--- src/rtl/fetch_sequencer_if.sv ---
// Fetch-stage bus bundle: decode-side controls, the ROM port and the IF/ID outputs.
//   slave  : the fetch sequencer (consumes *_i, produces *_o)
//   master : the environment (pipeline control, ROM model, decode stage)
// Signals:
//   stall_i       hold PC/nPC and IF/ID contents
//   flush_i       squash the instruction being written into IF/ID
//   br_taken_i    branch resolved taken (one-cycle pulse)
//   br_target_i   branch target byte address
//   imem_data_i   ROM word for imem_addr_o (combinational read)
//   imem_addr_o   ROM byte address (the PC register)
//   ifid_instr_o  registered instruction
//   ifid_pc_o     address of ifid_instr_o
//   ifid_valid_o  ifid_instr_o is live
//   halted_o      fetch stopped
//   fetch_count_o valid instructions delivered, saturating
interface fetch_sequencer_if #(
    parameter int unsigned ADDR_W = 8
);
    logic              stall_i;
    logic              flush_i;
    logic              br_taken_i;
    logic [ADDR_W-1:0] br_target_i;
    logic [31:0]       imem_data_i;
    logic [ADDR_W-1:0] imem_addr_o;
    logic [31:0]       ifid_instr_o;
    logic [ADDR_W-1:0] ifid_pc_o;
    logic              ifid_valid_o;
    logic              halted_o;
    logic [15:0]       fetch_count_o;

    modport slave (
        input  stall_i, flush_i, br_taken_i, br_target_i, imem_data_i,
        output imem_addr_o, ifid_instr_o, ifid_pc_o, ifid_valid_o, halted_o, fetch_count_o
    );

    modport master (
        output stall_i, flush_i, br_taken_i, br_target_i, imem_data_i,
        input  imem_addr_o, ifid_instr_o, ifid_pc_o, ifid_valid_o, halted_o, fetch_count_o
    );
endinterface

--- src/rtl/fetch_sequencer.sv ---
// Program-counter controller for a byte-addressed, big-endian instruction ROM.
// Holds a PC/nPC pair with delayed-branch semantics (exactly one delay slot),
// drives the ROM address from the PC register and registers each fetched word
// into IF/ID. Supports stall (with a pending-branch latch), squash, and halt on
// an all-zero instruction word.
// Ports:
//   clk   rising-edge clock
//   rst_n asynchronous active-low reset
//   bus   fetch_sequencer_if.slave (controls, ROM port, IF/ID outputs)
module fetch_sequencer #(
    parameter int unsigned            ADDR_W       = 8,
    parameter logic [ADDR_W-1:0]      RESET_PC     = '0,
    parameter bit                     HALT_ON_ZERO = 1'b1
) (
    input logic               clk,
    input logic               rst_n,
    fetch_sequencer_if.slave  bus
);

    typedef enum logic [1:0] {StBoot, StRun, StHalt} state_e;

    state_e            state_q;
    logic [ADDR_W-1:0] pc_q;
    logic [ADDR_W-1:0] npc_q;
    logic              pend_valid_q;
    logic [ADDR_W-1:0] pend_target_q;
    logic [31:0]       ifid_instr_q;
    logic [ADDR_W-1:0] ifid_pc_q;
    logic              ifid_valid_q;
    logic              halted_q;
    logic [15:0]       fetch_count_q;

    logic [ADDR_W-1:0] br_target_aligned;
    logic [ADDR_W-1:0] npc_d;
    logic              halt_hit;

    always_comb begin
        br_target_aligned = {bus.br_target_i[ADDR_W-1:2], 2'b00};
        // A live branch wins over one latched during a stall.
        if (bus.br_taken_i) begin
            npc_d = br_target_aligned;
        end else if (pend_valid_q) begin
            npc_d = pend_target_q;
        end else begin
            npc_d = npc_q + ADDR_W'(4);
        end
        halt_hit = HALT_ON_ZERO && !bus.flush_i && (bus.imem_data_i == 32'h0000_0000);
    end

    always_ff @(posedge clk or negedge rst_n) begin
        if (!rst_n) begin
            state_q       <= StBoot;
            pc_q          <= RESET_PC;
            npc_q         <= RESET_PC + ADDR_W'(4);
            pend_valid_q  <= 1'b0;
            pend_target_q <= '0;
            ifid_instr_q  <= '0;
            ifid_pc_q     <= '0;
            ifid_valid_q  <= 1'b0;
            halted_q      <= 1'b0;
            fetch_count_q <= '0;
        end else begin
            unique case (state_q)
                StBoot: begin
                    state_q <= StRun;
                end
                StRun: begin
                    if (!bus.stall_i) begin
                        ifid_instr_q <= bus.imem_data_i;
                        ifid_pc_q    <= pc_q;
                        if (halt_hit) begin
                            // Zero word is swallowed; PC/nPC stay put for good.
                            ifid_valid_q <= 1'b0;
                            halted_q     <= 1'b1;
                            state_q      <= StHalt;
                        end else begin
                            ifid_valid_q <= !bus.flush_i;
                            pc_q         <= npc_q;
                            npc_q        <= npc_d;
                            pend_valid_q <= 1'b0;
                            if (!bus.flush_i && fetch_count_q != 16'hFFFF) begin
                                fetch_count_q <= fetch_count_q + 16'd1;
                            end
                        end
                    end else begin
                        if (bus.flush_i) begin
                            ifid_valid_q <= 1'b0;
                        end
                        // Remember a branch resolved during the stall; last one wins.
                        if (bus.br_taken_i) begin
                            pend_valid_q  <= 1'b1;
                            pend_target_q <= br_target_aligned;
                        end
                    end
                end
                StHalt: begin
                    ifid_valid_q <= 1'b0;
                end
                default: begin
                    state_q <= StHalt;
                end
            endcase
        end
    end

    assign bus.imem_addr_o   = pc_q;
    assign bus.ifid_instr_o  = ifid_instr_q;
    assign bus.ifid_pc_o     = ifid_pc_q;
    assign bus.ifid_valid_o  = ifid_valid_q;
    assign bus.halted_o      = halted_q;
    assign bus.fetch_count_o = fetch_count_q;

endmodule
--- src/flat_wrapper.sv ---
// flat-port wrapper written by rule: the top's interface ports become plain ports
module fetch_sequencer_flat 
#(
    parameter int unsigned            ADDR_W       = 8,
    parameter logic [ADDR_W-1:0]      RESET_PC     = '0,
    parameter bit                     HALT_ON_ZERO = 1'b1
)
  (clk, rst_n, bus_stall_i, bus_flush_i, bus_br_taken_i, bus_br_target_i, bus_imem_data_i, bus_imem_addr_o, bus_ifid_instr_o, bus_ifid_pc_o, bus_ifid_valid_o, bus_halted_o, bus_fetch_count_o);
  fetch_sequencer_if #(.ADDR_W(ADDR_W)) bus_i ();
  input logic clk;
  input logic rst_n;
  input wire logic [$bits(bus_i.stall_i)-1:0] bus_stall_i;
  input wire logic [$bits(bus_i.flush_i)-1:0] bus_flush_i;
  input wire logic [$bits(bus_i.br_taken_i)-1:0] bus_br_taken_i;
  input wire logic [$bits(bus_i.br_target_i)-1:0] bus_br_target_i;
  input wire logic [$bits(bus_i.imem_data_i)-1:0] bus_imem_data_i;
  output wire logic [$bits(bus_i.imem_addr_o)-1:0] bus_imem_addr_o;
  output wire logic [$bits(bus_i.ifid_instr_o)-1:0] bus_ifid_instr_o;
  output wire logic [$bits(bus_i.ifid_pc_o)-1:0] bus_ifid_pc_o;
  output wire logic [$bits(bus_i.ifid_valid_o)-1:0] bus_ifid_valid_o;
  output wire logic [$bits(bus_i.halted_o)-1:0] bus_halted_o;
  output wire logic [$bits(bus_i.fetch_count_o)-1:0] bus_fetch_count_o;
  assign bus_i.stall_i = bus_stall_i;
  assign bus_i.flush_i = bus_flush_i;
  assign bus_i.br_taken_i = bus_br_taken_i;
  assign bus_i.br_target_i = bus_br_target_i;
  assign bus_i.imem_data_i = bus_imem_data_i;
  assign bus_imem_addr_o = bus_i.imem_addr_o;
  assign bus_ifid_instr_o = bus_i.ifid_instr_o;
  assign bus_ifid_pc_o = bus_i.ifid_pc_o;
  assign bus_ifid_valid_o = bus_i.ifid_valid_o;
  assign bus_halted_o = bus_i.halted_o;
  assign bus_fetch_count_o = bus_i.fetch_count_o;
  fetch_sequencer #(.ADDR_W(ADDR_W), .RESET_PC(RESET_PC), .HALT_ON_ZERO(HALT_ON_ZERO)) u_core (.clk(clk), .rst_n(rst_n), .bus(bus_i));
endmodule
--- config.mk ---
export PLATFORM = sky130hd
export DESIGN_NAME = fetch_sequencer_flat
export DESIGN_NICKNAME = d
export VERILOG_FILES = /design/src/rtl/fetch_sequencer_if.sv /design/src/rtl/fetch_sequencer.sv /design/src/flat_wrapper.sv
export SDC_FILE = /design/constraint.sdc
export NUM_CORES = 1
export LEC_CHECK = 0
export BUFFER_PORTS_ARGS = -buffer_cell sky130_fd_sc_hd__buf_4
export CELL_PAD_IN_SITES_DETAIL_PLACEMENT = 0
export CELL_PAD_IN_SITES_GLOBAL_PLACEMENT = 2
export CORE_ASPECT_RATIO = 1.2
export CORE_MARGIN = 10
export CORE_UTILIZATION = 32
export DETAILED_ROUTE_END_ITERATION = 16
export PLACE_DENSITY_LB_ADDON = 0.1
export SLEW_MARGIN = 20
export SYNTH_ARGS = -nofsm -noshare
export SYNTH_HDL_FRONTEND = slang
export SYNTH_SLANG_ARGS = --single-unit
--- constraint.sdc ---
create_clock -name clk -period 2.1 [get_ports clk]
set_input_delay 0.105 -clock clk [delete_from_list [all_inputs] [get_ports clk]]
set_output_delay 0.105 -clock clk [all_outputs]
set_load 0.01 [all_outputs]
==> run summary, run 1 <==
The flow ran to the end, and the final reports show no timing, DRC or antenna violations. The worst setup path is launched from a flop. The floorplan has 40 rows. The height of the die is 132.2 µm.

The number of cells traversed by the worst hold path is 2. The first-pass GRT wire length is 14.17 mm. The net count reported at finish is 423. The post-synthesis sequential element count is 77.

The CTS H-tree depth is 3. The post-cts resize count came out at 0. The final wirelength came out at 8.738 mm. In this run the register-to-register setup slack is 0.18 ns. The fraction of layout instances using a drive strength above 1 is 48.29%. Of the total power, the clock network draws 34.3%. The count of mapped cells out of synthesis came out at 259. The sequential cell fraction of total power is 44.5%.

The final number of setup-violating endpoints is 0. The worst hold path terminates at u_core.bus.ifid_instr_o[25]. The data arrival time of the critical path is 2.13 ns.

The cell internal power dissipation is 3058 µW. The count of final hold-check violations came out at 0. The layout overhead on the synthesized area is 37.63%.

The DRC violation count after routing is 0. The clock net in this run drives a total of 77 sinks. The antenna diode instance count is 0.

The maximum number of pins on one net before global-route repair is 45. The number of top-level design ports came out at 111. The peak clock frequency supported by timing is 0.5201 GHz. The clock input transition at the sequential cells of the worst setup and hold paths is 0.06 ns. The sequential cell area fraction in the yosys report is 57.41%. The worst hold path class is primary input to flop. Port buffering added 104 buffers. The number of buffers on the longest clock path is 2. The max-cap check violation count came out at 0. The die is 113.5 µm wide. The maximum resistive drop on vdd came out at 489.1 µV.

The required time at the endpoint of the critical path came out at 2.31 ns. The number of iterations in the first detailed-routing pass is 4. The highest net fanout along the worst path came out at 5.

During synthesis, Yosys emitted a total of 0 warnings. The per-instance average area after synthesis came out at 12.97 µm². The cell type with the largest total area after synthesis is dfrtp_1.

Sorting the synthesized cells by area gives the leading types as dfrtp_1 57%, mux2_2 17%, xnor2_1 3.9%, nand4_1 2.0%, nand2_1 1.7%. After layout, the worst path uses 91.56% of the clock period. The share of total power dissipated in combinational logic is 21.2%. The initial antenna violation count is 0. Setup repair after global routing left no endpoint under its margin. The fraction of power spent switching nets came out at 26.78%. The region available for standard cell placement spans 0.01016 mm². The congestion estimate from routability-driven global placement came to 0.7507. Once layout is complete, the cells apart from fillers number 507. The antenna violation net count after detailed routing came out at 0.

Buffers inserted to repair hold after CTS numbered 1. The final worst clock skew came out at 0.004713 ns. The die outline area came out at 0.01501 mm².

The endpoint of the most critical register-to-register path is u_core.bus.fetch_count_o[1]. The net switching power is 1118 µW. Using the TritonRoute via totals, the vias-per-cell ratio works out to 4.740. The number of global-route vias before repair came out at 2628. The routed layout has 2403 vias. The endpoint class of the critical path is a flop.

In this run the power density over the cells is 903.5 mW/mm². The worst setup path is of the flop to flop kind. The post-detailed-placement half-perimeter wirelength is 6.593 mm. The final global-route overflow total is 0. The cell sitting at the root of the clock tree is a clkbuf_16.

The max-slew violation count is 0. The worst path in the final design needs a cycle of 1.923 ns, including I/O delays and setup. The number of clock buffers inserted by TritonCTS is 9.

The static leakage came out at 0.002108 µW. The top-area cell type share of the netlist area came out at 56.63%. The detailed router finished its first iteration with 76 violations. The starting density of the core is 33.05%.

The clock latency at the later pin of the worst-skew pair is 0.33 ns. The number of distinct library cells after synthesis came out at 42. TritonCTS built the clock tree.

The total standard cell area after synthesis came out at 0.003358 mm². The number of cells on the worst reg-to-reg path is 6. The total negative slack for setup checks is 0 ns. The routed length per instance is 17.23 µm. Across all hold checks on the routed design, the worst slack comes to 0.01782 ns.

In this run the most critical hold path is launched from bus_imem_data_i[25]. The total routing usage reported by global routing came out at 11.73%. The startpoint identified for the worst register-to-register timing path is u_core.bus.fetch_count_o[0]. The number of placed instances with taps included came out at 490.

The post-CTS setup repair buffer count came out at 0.
## power by group through the flow
stage / registers [µW] / logic [µW] / clock network (µW)
3_3_place_gp: 1880 / 903 / 0
5_1_grt: 1900 / 981 / 1520
4_1_cts: 1860 / 917 / 1470
3_5_place_dp: 1880 / 914 / 0
2_1_floorplan: 1940 / 330 / 0
6_report: 1860 / 887 / 1430
## kinds of logic (layout without fill, tap and decap cells)
logic type	Yosys count	count (layout)	share of synthesized area (%)
mux	55	55	18.29
xor+xnor	19	19	4.955
simple gates	68	68	10.95
fa+ha+maj	2	2	0.7450
flops	77	77	57.41
buf+inv	15	134	2.273
other cells	1	4	0.1117
compound gates	22	22	5.253
## critical path: stages, from the launching register on
cell and delay [ns]:
dfrtp_1 0.41, ha_1 0.19, nand3_1 0.16, nor3_2 0.39, a31oi_4 0.14, nand2_1 0.17, mux2_2 0.35
## synth_stat cells
cell type / n
nand2_1: 15
nand3_1: 7
or3_1: 3
o22ai_1: 1
and2_1: 1
nand2b_1: 1
dfrtp_1: 76
clkbuf_1: 2
o21ai_0: 10
clkinv_1: 1
a31o_4: 1
buf_4: 5
or2_2: 1
o211ai_1: 2
mux2_2: 51
mux2i_1: 4
nor3_1: 3
nor2_1: 8
nand4b_1: 1
a31oi_4: 1
nand4_1: 11
buf_2: 1
and4_1: 1
xnor2_1: 15
dfstp_2: 1
inv_1: 3
and3_1: 3
nor4_1: 8
nand3b_1: 1
a211oi_1: 1
a21o_1: 1
nor3_2: 1
or2_0: 1
o21ba_2: 1
o31ai_4: 1
conb_1: 1
xor2_1: 4
ha_1: 2
buf_1: 3
a21oi_1: 1
o21bai_1: 2
or4_1: 2
## flip-flops by register name (all words and copies together), names as in the netlist
signal,cells
u_core.bus.halted_o,1
u_core.bus.ifid_valid_o,1
u_core.bus.ifid_pc_o,6
u_core.npc_q,6
u_core.state_q,2
u_core.pend_target_q,6
u_core.bus.ifid_instr_o,32
u_core.bus.fetch_count_o,16
u_core.bus.imem_addr_o,6
u_core.pend_valid_q,1
## area by class of cell
class | instances | area [µm²]
repair buffers | 114 | 883.3
well taps | 126 | 157.7
flip-flops and latches | 77 | 1928
multi-input cells | 170 | 1365
fillers | 969 | 5538
clock inverters | 1 | 5.005
inverters | 4 | 15.01
clock buffers | 15 | 267.8
## through the flow
step / utilization (%) / total power [µW] / setup slack, ns / instance area (µm²)
global route: 45.49 / 4400 / 0.01892 / 4622
finish: 45.49 / 4176 / 0.1773 / 4622
global placement: 42.71 / 2779 / 0.1913 / 4339
CTS: 45.49 / 4249 / 0.1673 / 4622
floorplan: - / 2271 / 0.2948 / 3369
detailed placement: 42.71 / 2797 / 0.1629 / 4339
## how the worst max path moves through the flow
stage                                           start                          end  depth (start not counted)
after floorplan           u_core.bus.fetch_count_o[0]  u_core.bus.fetch_count_o[1]                          6
after global placement    u_core.bus.fetch_count_o[0]  u_core.bus.fetch_count_o[1]                          6
after detailed placement          bus_imem_data_i[26]    u_core.bus.imem_addr_o[6]                          6
after CTS                 u_core.bus.fetch_count_o[0]  u_core.bus.fetch_count_o[1]                          6
after global routing      u_core.bus.fetch_count_o[0]  u_core.bus.fetch_count_o[1]                          6
final                     u_core.bus.fetch_count_o[0]  u_core.bus.fetch_count_o[1]                          6
## metal layers
metal / share of wire (%) / GRT usage [%]
met1: 42 / 14.00
met2: 50 / 19.11
met3: 6.2 / 3.461
met4: 1.6 / 4.661
met5: 0 / 0
## cell usage in the layout, fill, tap and decap left out, types with 3 or more instances in the layout
master,count
nor2_1,8
buf_4,111
mux2i_1,4
nor4_1,8
o21ai_0,10
or3_1,3
nor3_1,3
inv_1,3
xnor2_1,15
mux2_2,51
conb_1,4
nand3_1,7
nand2_1,15
xor2_1,4
dfrtp_1,76
clkbuf_16,9
and3_1,3
nand4_1,11
clkbuf_1,4
Power figures use the tool's default switching activity.
==> run 2, diff against run 1 <==
--- a/config.mk
+++ b/config.mk
@@ -8,7 +8,7 @@
 export BUFFER_PORTS_ARGS = -buffer_cell sky130_fd_sc_hd__buf_4
 export CELL_PAD_IN_SITES_DETAIL_PLACEMENT = 0
 export CELL_PAD_IN_SITES_GLOBAL_PLACEMENT = 2
-export CORE_ASPECT_RATIO = 1.2
+export CORE_ASPECT_RATIO = 0.9
 export CORE_MARGIN = 10
 export CORE_UTILIZATION = 32
 export DETAILED_ROUTE_END_ITERATION = 16
==> run 2 against run 1 <==
Against the previous run:
- cell area down 0.35%
- global-route usage about the same
- non-clock buffer count down 1
- clock-buffer cell count down 2
- hold slack about the same
- sequential cell count unchanged
- die area about the same
- highest routed layer unchanged
==> run summary, run 2 (synthesized netlist as in run 1, its figures left out) <==
The initial antenna violation count was 0. Broken down by cell family, the worst path's largest delay share belongs to simple AND/OR/NAND/NOR gates. The net count of the finished layout is 422. The total core area is 0.01025 mm². For the finished layout, the period the worst path requires is 1.888 ns. The flip-flop count of the largest register, all copies and words added came out at 32.

The clock root buffer is clkbuf_16. Summing all placed instances gives a cell area of 0.004335 mm². The number of top-level design ports came out at 111. The number of core rows is 35. The count of final hold-check violations is 0. The max-cap check violation count is 0.

The actual transition at the worst max-transition pin is 0.5268 ns. The net switching power is 1109 µW. The fraction of layout instances using a drive strength above 1 is 48.28%. The routed length per instance is 16.80 µm. The clock latency at the later pin of the worst-skew pair is 0.33 ns.

For this block, the initial DRC count from the detailed router was 97. The setup path with the least slack is of type flop to flop. The global placer's final weighted congestion is 0.7126.

The maximum resistive drop on vdd came out at 444.4 µV. The final number of setup-violating endpoints is 0. The cell area power density came out at 892.8 mW/mm². The share of total power in combinational logic came out at 20.8%. The layout overhead on the synthesized area came out at 37.15%.

The number of global-route vias before repair came out at 2624. The H-tree was split into 3 levels. The min-delay analysis places its worst path in the category primary input to flop. The run finished with clean final reports. The beginning of the worst register-to-register path is u_core.bus.fetch_count_o[0].

The peak clock frequency supported by timing came out at 0.5296 GHz. The delay of the slowest cell on the worst path came out at 0.40 ns. Counting the fill cells in the layout gives 1008. The type of element launching the critical path is a flop.

At the worst endpoint, the required time is 2.32 ns. met2 is the most crowded layer. The headroom to the max-slew limit came out at 64.88%. The count of nets left with antenna violations once routing finished came out at 0. The fraction of power spent switching nets is 26.97%. The maximum number of pins on one net before global-route repair is 41. The met2 track demand over resource in global routing is 19.74%. The via-per-instance ratio is 4.707. Per report_power, the sequential group accounts for 45.4% of the total.

TritonCTS built the clock tree. The slowest library cell on the worst path is dfrtp_1. The first global-routing pass estimated 13.83 mm of wire. The DRC violation count after routing is 0. Summing over every cut layer, the via total after detailed routing is 2391. The cell internal power dissipation came out at 3003 µW. The destination of the worst hold path is u_core.bus.ifid_instr_o[12]. The library cell used most frequently in the layout, excluding fill and tap cells, is buf_4. The max-slew violation count was 0. In the finished design, the share of the clock period the worst path needs comes to 89.92%. The total routing usage reported by global routing is 11.73%.

The number of iterations in the first detailed-routing pass came out at 4. In this run the critical register-to-register path is captured at u_core.bus.fetch_count_o[1]. For this design, the sink count on the clock tree is 77. The count of buffers from port buffering came out at 104. The final worst clock skew came out at 0.002049 ns.

The clock input transition at the sequential cells of the worst setup and hold paths came out at 0.06 ns. Walking the worst path, the cells encountered are ha_1, nand3_1, nor3_2, a31oi_4, nand2_1, mux2_2. The final wirelength came out at 8.533 mm.

The width of the die is 128.0 µm. The startpoint identified for the worst hold timing path is bus_imem_data_i[12]. The met1 usage in global routing came out at 13.28%. The met3 track utilization from global routing is 4.863%. The post-detailed-placement half-perimeter wirelength came out at 6.458 mm.

The antenna diode instance count is 0. For the worst flop-to-flop path, the logic depth is 6. The die outline area is 0.01500 mm². The final global-route overflow total came out at 0. The number of buffers on the longest clock path came out at 2. The number of clock buffers inserted by TritonCTS came out at 9.

The combined buffer and inverter count along the critical path came out at 0. The post-route cell area came out at 0.004606 mm². In the layout the commonest cells are 110 x buf_4, 76 x dfrtp_1, 51 x mux2_2. At the worst endpoint, the arrival time is 2.10 ns. The starting density of the core came out at 32.77%.

The die is 117.2 µm tall. The highest net fanout along the worst path is 5. The static leakage is 0.002099 µW. The slack of the worst reg-to-reg path is 0.21 ns.

The total negative slack for setup checks came out at 0 ns. The post-CTS setup repair buffer count is 0. Setup repair after global routing left no endpoint under its margin. The worst hold path was traced through 2 stages. The power share of the clock group is 33.8%. STA classifies the critical path endpoint as a flop.
[run 2: cell count changes in the layout (fill, tap and decap cells not counted), sizes merged]
cell and change:
buf -1, clkinv +1, clkbuf -2
[run 2: what timing repair did]
item | in CTS | in global routing
gates resized for setup | 0 | 0
hold endpoints to repair | 36 | 0
hold buffers | 1 | 0
[run 2: power groups by stage]
stage / Combinational [µW] / Clock (µW) / Sequential [µW]
6_report: 856 / 1390 / 1870
5_1_grt: 950 / 1500 / 1910
3_5_place_dp: 878 / 0 / 1900
4_1_cts: 881 / 1440 / 1870
3_3_place_gp: 872 / 0 / 1890
2_1_floorplan: 330 / 0 / 1940
[run 2: area by class of cell]
| class | instances | area, µm² | area share, % |
|---|---|---|---|
| Timing Repair Buffer | 113 | 875.8 | 19.02 |
| Sequential cell | 77 | 1928 | 41.86 |
| Multi-Input combinational cell | 170 | 1365 | 29.64 |
| Clock inverter | 2 | 10.01 | 0.2173 |
| Inverter | 4 | 15.01 | 0.3260 |
| Clock buffer | 13 | 250.2 | 5.433 |
| Tap cell | 129 | 161.4 | 3.504 |
[run 2: per-stage QoR]
step	cells	hold WS [ns]	total power, µW	utilization, %	worst slack, ns
floorplan	262	-0.1906	2271	-	0.2948
global placement	492	0.1212	2761	42.31	0.1723
detailed placement	492	0.1293	2773	42.31	0.1478
CTS	508	0.004995	4190	44.95	0.1825
global route	508	0.01122	4356	44.95	0.008260
finish	508	0.01775	4112	44.95	0.2117
[run 2: worst max-delay path by stage]
stage	start	to	depth (start not counted)
after global placement	bus_imem_data_i[17]	u_core.bus.imem_addr_o[6]	6
after floorplan	u_core.bus.fetch_count_o[0]	u_core.bus.fetch_count_o[1]	6
final	u_core.bus.fetch_count_o[0]	u_core.bus.fetch_count_o[1]	6
after detailed placement	bus_imem_data_i[17]	u_core.bus.imem_addr_o[4]	6
after CTS	u_core.bus.fetch_count_o[0]	u_core.bus.fetch_count_o[1]	6
after global routing	u_core.bus.fetch_count_o[0]	u_core.bus.fetch_count_o[12]	6
[run 2: metal layers]
layer | vias to the layer above | part of all wire (%)
met5 | - | 0
met4 | 0 | 1.1
li1 | 1153 | -
met2 | 60 | 50
met1 | 1170 | 42
met3 | 8 | 7.3
==> run 3, diff against run 2 <==
--- a/config.mk
+++ b/config.mk
@@ -9,7 +9,6 @@
 export CELL_PAD_IN_SITES_DETAIL_PLACEMENT = 0
 export CELL_PAD_IN_SITES_GLOBAL_PLACEMENT = 2
 export CORE_ASPECT_RATIO = 0.9
-export CORE_MARGIN = 10
 export CORE_UTILIZATION = 32
 export DETAILED_ROUTE_END_ITERATION = 16
 export PLACE_DENSITY_LB_ADDON = 0.1
==> run 3 against run 2 <==
Against the previous run:
- non-clock buffer count down 1
- via count rose by 0.59%
- clock skew up 0.0051 ns
- sequential share of layout area shrank 0.49 points
- final cell count decreased by 0.20%
- largest power group unchanged
- register-to-register slack about the same
- die area down 27%
- cell area up 1.2%
- utilization increased by 0.73 points
- hold slack lost 0.0014 ns
==> run summary, run 3 (synthesized netlist as in run 1, its figures left out) <==
The cell area power density came out at 939.2 mW/mm². The final clock period utilization by the worst path came out at 89.78%. In this run the critical register-to-register path is launched from u_core.bus.fetch_count_o[0]. The startpoint identified for the worst hold timing path is bus_imem_data_i[4]. The count of buffers from port buffering came out at 104. Leaving out fill and tap cells, the most frequent cell in the layout is buf_4. The max-cap check violation count is 0. The final number of setup-violating endpoints is 0. Detailed placement finished with a half-perimeter wire length of 5.483 mm. The post-place instance area came out at 0.004328 mm². Compared with the post-synthesis result, the final layout area differs by 38.79%. The first detailed-routing pass took 5 iterations. The floorplan step set the die width to 110.0 µm. The final wirelength came out at 7.584 mm.

The TritonCTS clock tree is yes. The register area is 0.001928 mm². The number of clock buffers inserted by TritonCTS is 9. The destination of the worst hold path is u_core.bus.ifid_instr_o[4]. The total routing usage reported by global routing came out at 15.08%. At the worst endpoint, the arrival time is 2.10 ns. The CTS H-tree depth came out at 3.

Data on the critical path is required at its endpoint by 2.32 ns. At the end of routability-driven placement, the weighted congestion stood at 0.7476. The DRC violation count after routing came out at 0. The most used routing layer is met2. The delay of the slowest cell on the worst path came out at 0.41 ns.

The number of filler instances in the final layout came out at 990. The initial antenna violation count is 0. The detailed router finished its first iteration with 43 violations. The post-CTS setup repair buffer count is 0. Clock-pin slew was measured on the worst setup and hold paths at 0.06 ns.

The die covers 0.01091 mm². The count of final hold-check violations came out at 0. In the routed layout, each cell is associated on average with a via count of 4.744. In this run, post-CTS repair resized a total of 0 instances. The endpoint class of the critical path is a flop.

The clock latency at the later pin of the worst-skew pair is 0.33 ns. The starting density of the core came out at 32.91%. The maximum number of pins on one net before global-route repair is 77. The endpoint of the most critical register-to-register path is u_core.bus.fetch_count_o[1]. The flip-flop count of the largest register, all copies and words added came out at 32.

The clock sink count came out at 77. The number of buffers on the longest clock path is 2. The met1 usage in global routing came out at 19.68%. The first-pass GRT wire length is 12.43 mm. Walking the worst path, the cells encountered are ha_1, nand3_1, nor3_2, a31oi_4, nand2_1, mux2_2. For this run, the post-layout net count is 421. The met2 track demand over resource in global routing came out at 23.65%. For this block, the via count after detailed routing is 2405. The total area of multi-input combinational cells is 0.001365 mm². The critical path class is flop to flop. The type of element launching the critical path is a flop.

The slowest library cell on the worst path is dfrtp_1. Global routing consumed, on the met3 layer, 4.194% of the routing resources. The library cells used most frequently in the layout, excluding fill and tap cells, are 109 x buf_4, 76 x dfrtp_1, 51 x mux2_2.

The static leakage is 0.002116 µW. The peak clock frequency supported by timing is 0.5304 GHz. Setup repair after global routing left no endpoint under its margin. The max-slew violation count is 0. The height of the die came out at 99.19 µm. Across all register-to-register paths, the minimum setup slack is 0.21 ns. During I/O placement, the number of pins put on the boundary was 111.

The shortest clock period the worst path allows after layout came out at 1.885 ns. The maximum resistive drop on vdd is 390.6 µV. The fraction of layout instances using a drive strength above 1 came out at 48.94%. The number of cells traversed by the worst register-to-register path came out at 6.

The highest net fanout along the worst path is 5. The clock root buffer is clkbuf_16. The total core area came out at 0.01020 mm².

The family with the most delay on the worst path is simple AND/OR/NAND/NOR gates. The hold buffer count at cts came out at 1. The flow ran to the end, and the final reports show no timing, DRC or antenna violations.

The worst hold path passes through 2 cells. The routed length per instance is 14.96 µm. The antenna violation net count after detailed routing is 0. Together, buffers and inverters on the worst path number 0. The final global-route overflow total came out at 0. The number of global-route vias before repair came out at 2401. The tightest min-delay check is of the primary input to flop type. The repair_antennas step left the layout with diodes totalling 0. The number of core rows is 35.

The total negative slack for setup checks came out at 0 ns. Clock skew on the completed layout was measured at 0.007114 ns. The post-route cell area came out at 0.004661 mm².
run 3: cell count changes in the layout (fill, tap and decap cells not counted):
cell,change
clkinv_2,-2
clkinvlp_4,+2
buf_4,-1
inv_6,+1
clkbuf_1,-3
bufinv_16,+2
run 3: worst max-delay path by stage:
stage	start	to	slack, ns	cells after the start
floorplan	u_core.bus.fetch_count_o[0]	u_core.bus.fetch_count_o[1]	0.29	6
global route	u_core.bus.fetch_count_o[0]	u_core.bus.fetch_count_o[1]	0.08	6
global placement	bus_imem_data_i[17]	u_core.bus.imem_addr_o[6]	0.18	6
finish	u_core.bus.fetch_count_o[0]	u_core.bus.fetch_count_o[1]	0.21	6
CTS	u_core.bus.fetch_count_o[0]	u_core.bus.fetch_count_o[1]	0.20	6
detailed placement	bus_imem_data_i[17]	u_core.bus.imem_addr_o[5]	0.15	6
run 3: per-layer routing:
layer,routed length [µm],vias to the layer above
met5,0,-
met4,102,0
met3,326,9
met2,3749,63
met1,3405,1176
li1,-,1157
run 3: stage by stage:
| step | power [µW] | hold slack (ns) | instances | setup WS [ns] | utilization, % |
|---|---|---|---|---|---|
| after floorplan | 2271 | -0.1906 | 262 | 0.2948 | - |
| after global placement | 2737 | -0.1043 | 491 | 0.1781 | 42.42 |
| after detailed placement | 2756 | -0.1032 | 491 | 0.1544 | 42.42 |
| after CTS | 4461 | 0.003208 | 507 | 0.1975 | 45.68 |
| after global routing | 4635 | 0.002147 | 507 | 0.08007 | 45.68 |
| final | 4378 | 0.01640 | 507 | 0.2146 | 45.68 |
run 3: worst register-to-register path, delay by kind of cell (launching register included):
family / cells / cell delay [ns]
and+or+nand+nor: 3 / 0.67
DFF: 1 / 0.41
muxes: 1 / 0.34
adders and majority gates: 1 / 0.19
AOI/OAI and AO/OA: 1 / 0.15
run 3: final cells by class:
| type | count | share of cell area (%) |
|---|---|---|
| flip-flops and latches | 77 | 41.37 |
| multi-input cells | 170 | 29.29 |
| inverters | 4 | 0.3221 |
| repair buffers | 112 | 18.63 |
| well taps | 129 | 3.463 |
| clock buffers | 10 | 5.128 |
| clock inverters | 5 | 1.799 |
run 3: where the power goes:
group          leakage, µW  switching, µW  internal [µW]
combinational      0.00103            360            483
sequential        0.000938            172           1690
clock             0.000151            599           1070
